## src/rtl/inv_sub_bytes_seq.sv

```systemverilog
// -----------------------------------------------------------------------------
// inv_sub_bytes_seq
//
// Sequential AES InvSubBytes stage for the iterative decryption round. It sits
// between InvShiftRows and AddRoundKey. One 128-bit state word is accepted over
// a valid/ready handshake, and BYTES_PER_CYCLE bytes are substituted per clock.
// Byte 0 ([127:120]) is processed first. The result is returned over a second
// valid/ready handshake.
//
// Parameters
//   BYTES_PER_CYCLE  bytes substituted per clock (1, 2, 4, 8 or 16)
//   CNT_W            byte-group counter width (>= log2(16/BYTES_PER_CYCLE), >= 1)
//
// Ports
//   clk        rising-edge clock
//   rst        asynchronous, active-high reset
//   in_valid   in_byte holds a valid state word
//   in_ready   block can accept a state word (IDLE)
//   in_byte    input state, byte 0 = [127:120], byte 15 = [7:0]
//   mode_fwd   (only with INV_SUB_BYTES_FWD_EN) 1 = forward S-box, 0 = inverse;
//              sampled on the accept edge
//   out_valid  out_byte holds a completed result (DONE)
//   out_ready  downstream accepts the result
//   out_byte   substituted state, same byte ordering as in_byte
//   busy       substitution in progress (BUSY)
//
// Optional feature macro: INV_SUB_BYTES_FWD_EN (adds mode_fwd and forward S-box)
// -----------------------------------------------------------------------------
module inv_sub_bytes_seq #(
    parameter int BYTES_PER_CYCLE = 4,
    parameter int CNT_W           = 4
) (
    input  logic         clk,
    input  logic         rst,
    input  logic         in_valid,
    output logic         in_ready,
    input  logic [127:0] in_byte,
`ifdef INV_SUB_BYTES_FWD_EN
    input  logic         mode_fwd,
`endif
    output logic         out_valid,
    input  logic         out_ready,
    output logic [127:0] out_byte,
    output logic         busy
);

    // ---------------------------------------------------------------------
    // Elaboration-time parameter checks
    // ---------------------------------------------------------------------
    if (!(BYTES_PER_CYCLE == 1 || BYTES_PER_CYCLE == 2 || BYTES_PER_CYCLE == 4 ||
          BYTES_PER_CYCLE == 8 || BYTES_PER_CYCLE == 16)) begin : g_bad_bpc
        $error("inv_sub_bytes_seq: BYTES_PER_CYCLE must be 1, 2, 4, 8 or 16");
    end else if (CNT_W < 1 || (1 << CNT_W) < (16 / BYTES_PER_CYCLE)) begin : g_bad_cnt
        $error("inv_sub_bytes_seq: CNT_W too small for 16/BYTES_PER_CYCLE groups");
    end

    localparam int unsigned   GROUPS    = 16 / BYTES_PER_CYCLE;
    localparam int unsigned   LW        = 8 * BYTES_PER_CYCLE;
    localparam logic [CNT_W-1:0] LAST   = CNT_W'(GROUPS - 1);
    localparam logic [127:0]  LANE_ONES = {128{1'b1}} >> (128 - LW);

    // ---------------------------------------------------------------------
    // GF(2^8) arithmetic (AES polynomial x^8 + x^4 + x^3 + x + 1)
    // ---------------------------------------------------------------------
    function automatic logic [7:0] gf_mul(input logic [7:0] a, input logic [7:0] b);
        logic [7:0] p;
        logic [7:0] x;
        logic [7:0] y;
        p = '0;
        x = a;
        y = b;
        for (int unsigned i = 0; i < 8; i++) begin
            if (y[0]) p = p ^ x;
            x = {x[6:0], 1'b0} ^ (x[7] ? 8'h1B : 8'h00);
            y = {1'b0, y[7:1]};
        end
        return p;
    endfunction

    // Multiplicative inverse as x^254; 0 maps to 0 naturally.
    function automatic logic [7:0] gf_inv(input logic [7:0] x);
        logic [7:0] x2, x3, x6, x12, x15, x30, x60, x120, x240, x252;
        x2   = gf_mul(x, x);
        x3   = gf_mul(x2, x);
        x6   = gf_mul(x3, x3);
        x12  = gf_mul(x6, x6);
        x15  = gf_mul(x12, x3);
        x30  = gf_mul(x15, x15);
        x60  = gf_mul(x30, x30);
        x120 = gf_mul(x60, x60);
        x240 = gf_mul(x120, x120);
        x252 = gf_mul(x240, x12);
        return gf_mul(x252, x2);
    endfunction

    // InvSbox(b) = inverse(InvAffine(b)); InvAffine = rotl1 ^ rotl3 ^ rotl6 ^ 0x05
    function automatic logic [7:0] sbox_inv(input logic [7:0] b);
        logic [7:0] t;
        t = {b[6:0], b[7]} ^ {b[4:0], b[7:5]} ^ {b[1:0], b[7:2]} ^ 8'h05;
        return gf_inv(t);
    endfunction

`ifdef INV_SUB_BYTES_FWD_EN
    // Sbox(b) = Affine(inverse(b)); Affine = b ^ rotl1 ^ rotl2 ^ rotl3 ^ rotl4 ^ 0x63
    function automatic logic [7:0] sbox_fwd(input logic [7:0] b);
        logic [7:0] v;
        v = gf_inv(b);
        return v ^ {v[6:0], v[7]} ^ {v[5:0], v[7:6]} ^ {v[4:0], v[7:5]} ^
               {v[3:0], v[7:4]} ^ 8'h63;
    endfunction
`endif

    // ---------------------------------------------------------------------
    // State
    // ---------------------------------------------------------------------
    typedef enum logic [1:0] {
        IDLE,
        BUSY,
        DONE
    } state_t;

    state_t             state;
    logic [127:0]       work;
    logic [CNT_W-1:0]   cnt;
`ifdef INV_SUB_BYTES_FWD_EN
    logic               mode_q;
`endif

    // ---------------------------------------------------------------------
    // Lane datapath: the current byte group is brought down to the low bits
    // (rsh), substituted by BYTES_PER_CYCLE parallel lookups, and shifted back
    // into place. rsh never goes negative because cnt <= GROUPS-1.
    // ---------------------------------------------------------------------
    logic [7:0]    rsh;
    logic [LW-1:0] sel;
    logic [LW-1:0] lane_bits;
    logic [127:0]  next_work;

    always_comb begin
        rsh = 8'(128 - LW) - 8'(cnt) * 8'(LW);
        sel = LW'(work >> rsh);
        lane_bits = '0;
        for (int unsigned j = 0; j < BYTES_PER_CYCLE; j++) begin
`ifdef INV_SUB_BYTES_FWD_EN
            lane_bits[LW-1-8*j -: 8] = mode_q ? sbox_fwd(sel[LW-1-8*j -: 8])
                                              : sbox_inv(sel[LW-1-8*j -: 8]);
`else
            lane_bits[LW-1-8*j -: 8] = sbox_inv(sel[LW-1-8*j -: 8]);
`endif
        end
        next_work = (work & ~(LANE_ONES << rsh)) | (128'(lane_bits) << rsh);
    end

    // ---------------------------------------------------------------------
    // Control FSM with registered outputs
    // ---------------------------------------------------------------------
    always_ff @(posedge clk or posedge rst) begin
        if (rst) begin
            state     <= IDLE;
            work      <= '0;
            cnt       <= '0;
            in_ready  <= 1'b1;
            out_valid <= 1'b0;
            busy      <= 1'b0;
            out_byte  <= '0;
`ifdef INV_SUB_BYTES_FWD_EN
            mode_q    <= 1'b0;
`endif
        end else begin
            case (state)
                IDLE: begin
                    if (in_valid) begin
                        work     <= in_byte;
                        cnt      <= '0;
                        in_ready <= 1'b0;
                        busy     <= 1'b1;
`ifdef INV_SUB_BYTES_FWD_EN
                        mode_q   <= mode_fwd;
`endif
                        state    <= BUSY;
                    end
                end
                BUSY: begin
                    work <= next_work;
                    if (cnt == LAST) begin
                        cnt       <= '0;
                        busy      <= 1'b0;
                        out_valid <= 1'b1;
                        out_byte  <= next_work;
                        state     <= DONE;
                    end else begin
                        cnt <= cnt + CNT_W'(1);
                    end
                end
                DONE: begin
                    // in_ready rises only after the handshake edge, so a new
                    // word is never accepted on the same edge.
                    if (out_ready) begin
                        out_valid <= 1'b0;
                        in_ready  <= 1'b1;
                        state     <= IDLE;
                    end
                end
                default: begin
                    state     <= IDLE;
                    in_ready  <= 1'b1;
                    out_valid <= 1'b0;
                    busy      <= 1'b0;
                end
            endcase
        end
    end

endmodule

```

## config.mk

```make
export PLATFORM = sky130hd
export DESIGN_NAME = inv_sub_bytes_seq
export DESIGN_NICKNAME = d
export VERILOG_FILES = /design/src/rtl/inv_sub_bytes_seq.sv
export SDC_FILE = /design/constraint.sdc
export NUM_CORES = 2
export LEC_CHECK = 0
export CORE_MARGIN = 5
export CORE_UTILIZATION = 49
export DETAILED_ROUTE_END_ITERATION = 10
export PLACE_DENSITY = 0.67
export RECOVER_POWER = 25
export SETUP_SLACK_MARGIN = 0.2
export SLEW_MARGIN = 20
export SYNTH_ARGS = -nofsm -noshare
export SYNTH_HDL_FRONTEND = slang
export SYNTH_SLANG_ARGS = --single-unit
export TNS_END_PERCENT = 1
```

## constraint.sdc

```tcl
create_clock -name clk -period 58 [get_ports clk]
set_input_delay 5.8 -clock clk [delete_from_list [all_inputs] [get_ports clk]]
set_output_delay 5.8 -clock clk [all_outputs]
set_load 0.02 [all_outputs]
```

==> metrics.txt <==
status=complete, but fails checks; CP Buf/Inv Count=5; Post-synth EDFFs=0; Yosys Warn Count=0; CTS Buf Count=25; clock sink total=between 200 and 300; Die W=approximately 360 um; Required @ worst endpoint=around 58 ns; Cell variety after synth=123; Post-Route WL=~190000 um; # hold bufs at CTS=0; total global routing overflow=0; CORE AREA=between 0.1 and 0.15 mm^2; Mapped Nets=~7500; cell repeated most along the worst path=xnor2_1; maximum fanout along the worst path=26; IO Port Bufs=262; Area Growth Syn to Fin=7.74%; final hold viol count=0; gr usage total=0.279; CTS tree=done; Worst Setup End Kind=flip-flop; drt drc=0; ys async rst share=1.00; Clock transition at path regs=approximately 0.08 ns; gpl congestion=roughly 0.93; Design Area, Final=between 0.06 and 0.07 mm^2; fin. max-slew vios=just under 200; post-synthesis sequential area ratio=0.113; post-CTS setup buffer count=0; largest net degree at the start of global routing=roughly 120; WP depth=70; HP Class=reg2reg; fmax=between 30 and 40 MHz; max incr delay on CP=0.92 ns; Yosys top cell by area=xnor2_1; share of layout cells above drive strength 1=0.0775; CP startpoint=cnt[1]; TritonRoute pass-1 iters=9; Via density=6.08; fin cells=about 9000; Worst Path Arrival=between 20 and 30 ns; reg2reg end=out_byte[67]; Iteration-0 DRC Markers=approximately 5700; die area=around 0.13 mm^2; dpl cells=between 8000 and 9000; vias in the first global route=50504; CTS root buffer=clkbuf_16; DR WL/cell=between 20 and 25 um; Worst Hold End=out_byte[39]; Worst Skew=~0.028 ns; Vias=54173; syn_area_per_cell=~8.0 um^2; ys flop type=dfrtp_1; first-pass GRT wire length=between 200000 and 300000 um; post-cts repair resize count=0; Cells after Synth=approximately 7300; FP Rows=127; Cell Area, Synth=slightly below 0.06 mm^2; Tmin final=25.68 ns; total negative slack=0 ns; CP delay by family, top=XOR/XNOR gates; die span in y=between 300 and 400 um; nets=7435; worst hold stages=2; max-cap violation count=3; final antenna-violating net count=0; crit path kind=reg2reg; largest cells by area after synthesis=xnor2_1 18%, dfrtp_1 11%, xnor3_1 11%, nand2_1 5.4%, nor2_1 5.4%; flop-to-flop setup slack=approximately 32 ns; failing checks=max-capacitance violations, max-slew violations; H-tree lvl count=1; worst r2r src=cnt[1]; insertion delay to the later sink of the worst-skew pair=approximately 0.58 ns; initial antenna violation count=6; Yosys top cell area share=0.184; R2R cell count=70; Hold Path Origin=out_byte[39]; Setup violations, final=0; Worst Max-Slew Pin Slew=between 5 and 6 ns; Initial Util=0.492; Critical Path Start Type=flip-flop; synthesized flop and latch total=265; top cells by count, synth=1232 x xnor2_1, 852 x nand2_1, 841 x nor2_1; CTS max path bufs=3; HPWL after detailed placement=about 140000 um; unrepaired setup endpoints after global routing=false; period utilization=0.443; Area after DPL=0.0625 mm^2; Slew HR=-2.59; most numerous cell in the Yosys netlist=xnor2_1; CP max stage cell=nor2_1; # IOs=263
==> worst register-to-register path: cells and delay by family (launching register included) <==
kind / cells / cell delay (ns)
simple gates: 14 / 4.03
buf+inv: 5 / 1.55
flops: 1 / 0.90
fa+ha+maj: 4 / 1.94
xor+xnor: 33 / 12.69
compound gates: 12 / 3.48
mux: 2 / 1.02
==> layout by cell type (no fill, tap or decap), types with 29 or more instances in the layout <==
cell / synthesis / layout
o21ai_1: 108 / 109
a221o_1: 34 / 34
xor2_1: 359 / 357
a221oi_1: 29 / 29
nand2b_1: 59 / 59
a21o_1: 30 / 30
a21oi_1: 349 / 349
mux4_2: 34 / 34
xor2_2: 28 / 30
o22ai_1: 81 / 81
nand2_1: 852 / 852
nor2_1: 841 / 839
a211oi_1: 33 / 33
a31oi_1: 48 / 48
xnor2_1: 1232 / 1219
inv_1: 125 / 123
xnor3_1: 288 / 288
mux2_2: 45 / 45
a22oi_1: 124 / 124
xnor2_2: 83 / 96
dlygate4sd3_1: 0 / 45
nand3_1: 136 / 135
ha_1: 33 / 33
clkdlybuf4s50_1: 0 / 216
o21ai_0: 276 / 275
o221ai_1: 38 / 38
nor2b_1: 58 / 56
buf_4: 51 / 170
dfrtp_1: 264 / 260
and3_1: 45 / 45
mux2i_1: 196 / 196
xor3_1: 40 / 40
nor3b_1: 31 / 31
or3_1: 49 / 49
nor3_1: 187 / 183
o211ai_1: 40 / 40
and2_1: 42 / 42
==> how the worst max path moves through the flow <==
stage                   endpoint
floorplan           out_byte[21]
global placement    out_byte[67]
detailed placement  out_byte[99]
CTS                     work[67]
global route        out_byte[99]
finish              out_byte[67]
==> metrics by stage <==
step / utilization / setup WS (ns) / hold slack [ns]
3_5_place_dp: 0.523 / 32.83 / 0.462
6_report: 0.530 / 32.32 / 0.474
5_1_grt: 0.530 / 30.99 / 0.497
4_1_cts: 0.530 / 32.70 / 0.478
2_1_floorplan: - / 37.59 / 0.473
3_3_place_gp: 0.523 / 32.99 / 0.461
==> layout make-up <==
class                   count  area (um^2)
inverters                 159          598
flip-flops and latches    265         6640
diodes                      3         7.51
clock buffers              40          732
clock inverters             6         78.8
fillers                 11267        56200
multi-input cells        6385        49300
repair buffers            434         3900
well taps                1612         2020
==> kinds of logic (layout without fill, tap and decap cells) <==
family / after synthesis / count (layout) / share of synthesized area
adder cells (fa/ha/maj): 36 / 36 / 0.00754
AND/OR/NAND/NOR: 2461 / 2461 / 0.188
multiplexers: 278 / 278 / 0.0556
buffers and inverters: 675 / 639 / 0.0507
AO/OA/AOI/OAI: 1544 / 1544 / 0.176
XOR/XNOR: 2066 / 2066 / 0.410
other: 0 / 3 / 0
flip-flops: 265 / 265 / 0.113
==> state kept, by name (all words and copies together) (netlist names) <==
signal	cells
work	128
out_valid	1
state	2
cnt	4
busy	1
in_ready	1
out_byte	128
==> metal layers <==
layer | global-route usage | share of wire | vias to the layer above
met3 | 0.0410 | 0.088 | 380
met4 | 0.0890 | 0.035 | 4
met1 | 0.386 | 0.42 | 25955
li1 | - | - | 25372
met5 | 0 | 0.00012 | -
met2 | 0.451 | 0.45 | 2462
Power is left out: the tool's default activity adds up to more than one toggle a clock period on the data nets, which glitch-free logic cannot reach.
